## src/rtl/hazard_unit_pkg.sv

```systemverilog
// Shared pipeline definitions for the hazard unit.
//   - FSM state encodings used by hazard_unit (RUN, LD_STALL, FLUSH)
//   - width of the multiply/divide busy counter
//   - saturating increment helper for the stall statistics counter
package hazard_unit_pkg;

    localparam int unsigned CNT_W = 6;

    typedef logic [1:0] state_t;

    localparam state_t RUN      = 2'd0;
    localparam state_t LD_STALL = 2'd1;
    localparam state_t FLUSH    = 2'd2;

    function automatic logic [15:0] sat_inc16(input logic [15:0] value);
        return (value == 16'hFFFF) ? value : value + 16'd1;
    endfunction

endpackage

```

## src/rtl/muldiv_busy_ctr.sv

```systemverilog
// Multiply/divide occupancy counter.
// Loads MULDIV_LAT-1 when a multiply/divide issues and counts down to zero;
// busy is high while the count is nonzero. A start always reloads, even in the
// cycle the count would reach zero, so back-to-back operations leave no gap.
// Ports:
//   clk   - clock, rising edge
//   reset - synchronous, active-low
//   start - multiply/divide issuing from EX
//   busy  - HI/LO still being produced
module muldiv_busy_ctr
    import hazard_unit_pkg::*;
#(
    parameter int unsigned MULDIV_LAT = 32
) (
    input  logic clk,
    input  logic reset,
    input  logic start,
    output logic busy
);

    logic [CNT_W-1:0] cnt_q;
    logic [CNT_W-1:0] cnt_d;

    always_comb begin
        cnt_d = cnt_q;
        if (start) begin
            cnt_d = CNT_W'(MULDIV_LAT - 1);
        end else if (cnt_q != '0) begin
            cnt_d = cnt_q - 1'b1;
        end
    end

    always_ff @(posedge clk) begin
        if (!reset) begin
            cnt_q <= '0;
        end else begin
            cnt_q <= cnt_d;
        end
    end

    assign busy = (cnt_q != '0);

endmodule

```

## src/rtl/hazard_unit.sv

```systemverilog
// Pipeline hazard unit: load-use stall, branch/jump flush, HI/LO interlock.
// Event priority: branch flush > load-use stall > muldiv stall > jump flush.
// Optional muldiv tracking is compiled only when HAZARD_MULDIV_EN is defined;
// otherwise MulDiv_busy is tied low and the muldiv inputs are ignored.
// Ports:
//   clk, reset                       - clock, synchronous active-low reset
//   Read_register1/2_IFID, Uses_rt_IFID - source registers of the ID instruction
//   MemRead_IDEX, Write_Register_IDEX    - load in EX and its destination
//   Branch_taken_EX, Jump_ID             - control-flow redirects
//   MulDiv_start_IDEX, HiLo_read_IFID    - muldiv issue / HI/LO consumer in ID
//   PC_Write, IFID_Write, IFID_Flush, IDEX_Bubble - pipeline control
//   MulDiv_busy, Stall_count             - busy flag, saturating stall cycles
module hazard_unit
    import hazard_unit_pkg::*;
#(
    parameter int unsigned MULDIV_LAT = 32
) (
    input  logic        clk,
    input  logic        reset,
    input  logic [4:0]  Read_register1_IFID,
    input  logic [4:0]  Read_register2_IFID,
    input  logic        Uses_rt_IFID,
    input  logic        MemRead_IDEX,
    input  logic [4:0]  Write_Register_IDEX,
    input  logic        Branch_taken_EX,
    input  logic        Jump_ID,
    input  logic        MulDiv_start_IDEX,
    input  logic        HiLo_read_IFID,
    output logic        PC_Write,
    output logic        IFID_Write,
    output logic        IFID_Flush,
    output logic        IDEX_Bubble,
    output logic        MulDiv_busy,
    output logic [15:0] Stall_count
);

    state_t      state_q;
    state_t      state_d;
    logic        load_use;
    logic        hilo_stall;
    logic [15:0] stall_count_q;

`ifdef HAZARD_MULDIV_EN
    muldiv_busy_ctr #(
        .MULDIV_LAT(MULDIV_LAT)
    ) u_busy_ctr (
        .clk  (clk),
        .reset(reset),
        .start(MulDiv_start_IDEX),
        .busy (MulDiv_busy)
    );

    assign hilo_stall = MulDiv_busy & HiLo_read_IFID;
`else
    logic unused_muldiv;
    assign unused_muldiv = ^{MulDiv_start_IDEX, HiLo_read_IFID, MULDIV_LAT};
    assign MulDiv_busy   = 1'b0;
    assign hilo_stall    = 1'b0;
`endif

    // $0 is never a real dependency; rt only counts when the ID instruction reads it.
    assign load_use = MemRead_IDEX && (Write_Register_IDEX != 5'd0) &&
                      ((Write_Register_IDEX == Read_register1_IFID) ||
                       (Uses_rt_IFID && (Write_Register_IDEX == Read_register2_IFID)));

    always_comb begin
        PC_Write    = 1'b1;
        IFID_Write  = 1'b1;
        IFID_Flush  = 1'b0;
        IDEX_Bubble = 1'b0;
        state_d     = RUN;
        if (!reset) begin
            state_d = RUN;
        end else if (Branch_taken_EX) begin
            IFID_Flush  = 1'b1;
            IDEX_Bubble = 1'b1;
            state_d     = FLUSH;
        end else if (load_use && (state_q == RUN)) begin
            // In LD_STALL the match is stale: the bubble already separates the pair.
            PC_Write    = 1'b0;
            IFID_Write  = 1'b0;
            IDEX_Bubble = 1'b1;
            state_d     = LD_STALL;
        end else if (hilo_stall) begin
            PC_Write    = 1'b0;
            IFID_Write  = 1'b0;
            IDEX_Bubble = 1'b1;
        end else if (Jump_ID && (state_q != FLUSH)) begin
            // After a branch flush the ID slot holds a squashed instruction.
            IFID_Flush = 1'b1;
        end
    end

    always_ff @(posedge clk) begin
        if (!reset) begin
            state_q       <= RUN;
            stall_count_q <= 16'd0;
        end else begin
            state_q <= state_d;
            if (!PC_Write) begin
                stall_count_q <= sat_inc16(stall_count_q);
            end
        end
    end

    assign Stall_count = stall_count_q;

endmodule

```

## config.mk

```make
export PLATFORM = sky130hd
export DESIGN_NAME = hazard_unit
export DESIGN_NICKNAME = d
export VERILOG_FILES = /design/src/rtl/hazard_unit_pkg.sv /design/src/rtl/muldiv_busy_ctr.sv /design/src/rtl/hazard_unit.sv
export SDC_FILE = /design/constraint.sdc
export NUM_CORES = 1
export LEC_CHECK = 0
export CAP_MARGIN = 5
export CORE_AREA = 8 8 63 65
export CTS_BUF_LIST = sky130_fd_sc_hd__clkbuf_16
export DETAILED_ROUTE_END_ITERATION = 16
export DIE_AREA = 0 0 71 73
export HOLD_SLACK_MARGIN = 0.08
export MAX_ROUTING_LAYER = met4
export PLACE_DENSITY = 0.85
export SLEW_MARGIN = 20
export SYNTH_ARGS = -nofsm -noshare
export SYNTH_HDL_FRONTEND = slang
export SYNTH_SLANG_ARGS = --single-unit
```

## constraint.sdc

```tcl
create_clock -name clk -period 2 [get_ports clk]
set_input_delay 0.3 -clock clk [delete_from_list [all_inputs] [get_ports clk]]
set_output_delay 0.3 -clock clk [all_outputs]
set_load 0.03 [all_outputs]
```

==> results of run 1 <==
==> cell usage in the layout, fill, tap and decap left out, types with 6 or more instances in the layout <==
master,instances
a21oi_1,11
nand4_1,8
or4_1,8
nand2_1,10
buf_4,37
o31ai_1,11
clkdlybuf4s50_1,21
buf_6,6
dlymetal6s2s_1,10
nand3_1,6
dfxtp_2,7
dfxtp_1,11
xnor2_1,10
==> metrics by stage <==
stage,cells,worst slack [ps],util
global placement,235,-316.2,0.6034
detailed placement,235,-387.3,0.6034
CTS,239,-35.88,0.6415
finish,243,-8.923,0.6847
floorplan,137,5.589,-
global route,243,-49.05,0.6847
==> power by group through the flow <==
stage | Combinational, mW | Sequential [mW] | Clock, mW
finish | 0.170 | 0.361 | 0.398
global route | 0.180 | 0.361 | 0.412
CTS | 0.160 | 0.361 | 0.403
detailed placement | 0.154 | 0.368 | 0
global placement | 0.148 | 0.368 | 0
floorplan | 0.0647 | 0.369 | 0
==> metal layers <==
layer  up-vias  share of wire  GRT usage
li1        669              -          -
met2        63           0.55     0.3079
met1       697           0.36     0.1371
met5         -              0          -
met4         0          0.046    0.07852
met3        22          0.046    0.03159
==> final timing paths <==
| kind | cells past startpoint | from | slack, ps | end |
|---|---|---|---|---|
| setup / recovery | 7 | Stall_count[1] | -9 | Stall_count[11] |
| setup reg to reg | 7 | Stall_count[1] | -9 | Stall_count[11] |
| hold / removal | 2 | Stall_count[6] | 500 | Stall_count[6] |
| hold reg to reg | 2 | Stall_count[6] | 500 | Stall_count[6] |
==> timing repair <==
| action | in CTS | in global routing |
|---|---|---|
| setup endpoints to repair | 19 | 18 |
| resized for setup | 16 | 32 |
| buffers inserted | 1 | 4 |
| pin swaps | 5 | 19 |
==> sequential cells by signal, summed over array words and instances, names as in the netlist <==
signal / count
state_q: 2
Stall_count: 16
==> area by class of cell <==
| type | count | area, um^2 |
|---|---|---|
| Fill cell | 213 | 930.9 |
| Multi-Input combinational cell | 109 | 818.3 |
| Timing Repair Buffer | 79 | 714.4 |
| Sequential cell | 18 | 369.1 |
| Clock buffer | 3 | 75.07 |
| Tap cell | 33 | 41.29 |
| Inverter | 1 | 3.754 |
==> critical path, stage by stage, from the launching register on <==
cell and delay, ps:
dfxtp_2 340, buf_6 120, nand3_4 60, or3_4 380, buf_6 130, or3_4 330
or4_4 420, a21oi_2 150
==> kinds of logic after synthesis <==
logic type	share of synthesized area
AO/OA/AOI/OAI	0.1989
XOR/XNOR	0.07777
adder cells (fa/ha/maj)	0.01111
buffers and inverters	0.04222
flip-flops	0.3200
multiplexers	0.01778
other	0.003330
AND/OR/NAND/NOR	0.3289
==> flow_summary.toml, run 1 <==
[power_and_ir_drop]
vdd_drop_max_mv = 0.4590
pwr-share-seq = 0.389
p_leak_nw = 0.7859
combPwrFrac = 0.183
power_density_mw_per_mm2 = 459.8
p_int_mw = 0.7134
clkPwrFrac = 0.428
swShare = 0.2325
total_power_mw = 0.9296
switchingPower_mw = 0.2161

[routing]
routed-via-count = 1451
drtPass1Iterations = 4
ant_nets = 0
drc = 0
drtIter0Drc = 100
post_drt_wl_per_cell_um = 18.19
drt-vias-per-instance = 5.971
drt-total-wl_mm = 4.420

[timing]
skew_ps = 2.131
rsz0062_at_grt = "yes"
finalSetupViolCount = 1
min_period_over_period = 1.004
min_period_ps = 2009
finalSetupTns_ps = -8.923
finalMaxSlewViolations = 0
hold-worst-slack_ps = 504.7
fmax_ghz = 0.4978
hold_violations = 0
setup_ws_ps = -8.923

[clock_network]
root_buffer = "clkbuf_16"
cts.sinks = 18
clkTransAtPathRegs_ps = 50
cts_made_buffers = 3
clock_latency_ps = 250
hold_buffers = 0
clk_path_buf_depth = 2
h-tree-depth = 1
cts_tree = "built"

[floorplanning]
die_h_um = 73
die-area_mm2 = 0.005183
core_mm2 = 0.002953
fp.dieW_um = 71
ioPinCount = 44
num_rows = 20
start_util = 0.3814

[grt]
first_global_vias = 1440
antenna_found_initial = 0
grt_remaining_overflow = 0
groute.usage.overall = 0.1558
grt_pass1_wl_mm = 6.389
grt_max_degree = 14

[logic_synthesis]
synth.area.top_cells = "dfxtp_1, o31ai_1, xnor2_1, or4_1, a21oi_1"
synth_most_common_cell = "dfxtp_1"
synth_edf_count = 0
synth_flop_cell = "dfxtp_1"
yosys-top-cells-count = "dfxtp_1, a21oi_1, o31ai_1, nand2_1, or4_1"
synth_cells = 137
synth_warnings = 0
ys_ff_latch = 18
synth_top_area_frac = 0.3200
postSynthAreaPerCell_um2 = 8.220
syn_nets = 161
ys_seq_area_frac = 0.3200
yosysUniqueCellTypes = 35
netlist_area_mm2 = 0.001126
postSynth.asyncResetShare = 0
synth_top_area_cell = "dfxtp_1"

[layout]
diodes = 0
drive_gt1_frac = 0.3714
area_growth_pct = 79.56
nets = 236
fin_area_mm2 = 0.002022

[critical_path]
critical_path.max_fanout = 4
cp-start-kind = "register"
critPathKind = "register to register"
cp.arrival_ps = 2190
cp.required_ps = 2180
end_kind = "register"

[job]
drv_cap = 0

[placed_design]
place_congestion = 0.8288
hpwl_mm = 3.165
dpl-instance-area_mm2 = 0.001782
portBuffers = 40

[min_path]
hp-class = "register to register"

[run_status]
status = "complete, but fails checks"
violations = "setup timing"
(Power assumes the default switching activity.)
==> inputs of run 2 (changes only) <==
--- a/config.mk
+++ b/config.mk
@@ -6,10 +6,10 @@
 export NUM_CORES = 1
 export LEC_CHECK = 0
 export CAP_MARGIN = 5
-export CORE_AREA = 8 8 63 65
+export CORE_AREA = 2 2 57 59
 export CTS_BUF_LIST = sky130_fd_sc_hd__clkbuf_16
 export DETAILED_ROUTE_END_ITERATION = 16
-export DIE_AREA = 0 0 71 73
+export DIE_AREA = 0 0 59 61
 export HOLD_SLACK_MARGIN = 0.08
 export MAX_ROUTING_LAYER = met4
 export PLACE_DENSITY = 0.85
==> run 2 against run 1 <==
Against the previous run: the flow still finishes with violations (setup timing); critical path depth shrank 1; flip-flop and latch count is the same; count of clock-buffer cells in the layout is the same; total power is essentially flat; setup slack lost 11 ps; clock skew shrank 0.92 ps; die area shrank 31%; non-clock buffer count shrank 14; critical endpoint is now Stall_count[15]; sequential share of layout area grew 1.4 points; sequential power is essentially flat.
==> flow_summary.toml, run 2 (synthesis gave the netlist of run 1 again) <==
[layout]
nFillCells = 253
largest_reg_flops = 16
drive_gt1_frac = 0.3350
area_growth_pct = 66.78
diodes = 0
fin_area_mm2 = 0.001878
final_cell_mix = "buf_4, clkdlybuf4s50_1, dfxtp_1, o31ai_1, a21oi_1"
layout_commonest_cell = "buf_4"
nets = 222

[power_and_ir_drop]
p_leak_nw = 0.6639
vdd_drop_max_mv = 0.3203
power_density_mw_per_mm2 = 494.6

[timing]
fmax_ghz = 0.4950
min_period_ps = 2020
finalSetupViolCount = 1
hold_violations = 0
skew_ps = 1.215
min_period_over_period = 1.010
finalSetupTns_ps = -20.11
finalMaxSlewViolations = 0
setup_ws_ps = -20.11
rsz0062_at_grt = "yes"

[routing]
drtPass1Iterations = 4
post_drt_wl_per_cell_um = 16.32
drc = 0
ant_nets = 0
routed-via-count = 1342
drt-vias-per-instance = 5.835
drt-total-wl_mm = 3.753
drtIter0Drc = 29

[floorplanning]
ioPinCount = 44
core_mm2 = 0.002953
fp.dieW_um = 59
die-area_mm2 = 0.003599
die_h_um = 61
start_util = 0.3814
num_rows = 20

[critical_path]
end_kind = "register"
critical_path.max_fanout = 4
cp.arrival_ps = 2210
rrSetupSlack_ps = -20
critPathKind = "register to register"
cp-start-kind = "register"
cp.required_ps = 2190

[min_path]
hp-class = "register to register"

[placed_design]
dpl-instance-area_mm2 = 0.001707
place_congestion = 0.8082
portBuffers = 40
preCtsSetupSlack_ps = -387.2
hpwl_mm = 2.665

[clock_network]
clkTransAtPathRegs_ps = 50
hold_buffers = 0
cts.sinks = 18
root_buffer = "clkbuf_16"
cts_tree = "built"
clock_latency_ps = 250
h-tree-depth = 1
cts_made_buffers = 3
clk_path_buf_depth = 2

[grt]
grtUsageMet1 = 0.2500
grtUsageMet2 = 0.3667
grt_pass1_wl_mm = 5.692
grt_remaining_overflow = 0
top_usage_layer = "met2"
antenna_found_initial = 0
use_met3 = 0.02772
first_global_vias = 1264
groute.usage.overall = 0.2126
grt_max_degree = 14

[run_status]
status = "complete, but fails checks"
violations = "setup timing"

[job]
drv_cap = 0
[run 2: final cells by class]
cell class | count | area, um^2 | share of cell area
Clock buffer | 3 | 75.07 | 0.03997
Clock inverter | 1 | 3.754 | 0.001999
Inverter | 1 | 3.754 | 0.001999
Multi-Input combinational cell | 109 | 810.8 | 0.4317
Sequential cell | 18 | 369.1 | 0.1965
Tap cell | 33 | 41.29 | 0.02199
Timing Repair Buffer | 65 | 574.3 | 0.3058
[run 2: layer usage]
| metal | vias to the layer above | part of all wire |
|---|---|---|
| li1 | 644 | - |
| met1 | 661 | 0.40 |
| met2 | 27 | 0.56 |
| met3 | 10 | 0.026 |
| met4 | 0 | 0.020 |
| met5 | - | 0 |
[run 2: what timing repair did]
item,4_1_cts,5_1_grt
hold endpoints to repair,0,0
resized for setup,25,25
buffers inserted,1,0
setup endpoints to repair,19,13
pin swaps,14,15
[run 2: critical path, cell delays in order (launching register included)]
cell	delay, ps
dfxtp_2	350
buf_6	110
nand3_4	60
or3_4	380
or4_4	420
or4_4	500
a21oi_2	130
[run 2: path summary, 6_finish.rpt]
path / depth (start not counted) / from / to
min reg2reg: 2 / Stall_count[1] / Stall_count[1]
max reg2reg: 6 / Stall_count[1] / Stall_count[15]
min: 2 / Stall_count[1] / Stall_count[1]
max: 6 / Stall_count[1] / Stall_count[15]
[run 2: report_power, final]
group / internal (mW) / switching (mW) / total (mW)
registers: 0.360 / 0.00111 / 0.361
clock network: 0.266 / 0.142 / 0.408
logic: 0.0823 / 0.0775 / 0.160
[run 2: through the flow]
step / total power [mW] / hold WS (ps) / util / std cells
global placement: 0.5113 / 475.5 / 0.5780 / 225
global route: 0.9671 / 519.1 / 0.6360 / 230
CTS: 0.9251 / 504.5 / 0.6165 / 230
detailed placement: 0.5171 / 495.1 / 0.5780 / 225
finish: 0.9288 / 505.0 / 0.6360 / 230
floorplan: 0.4334 / 435.0 / - / 137
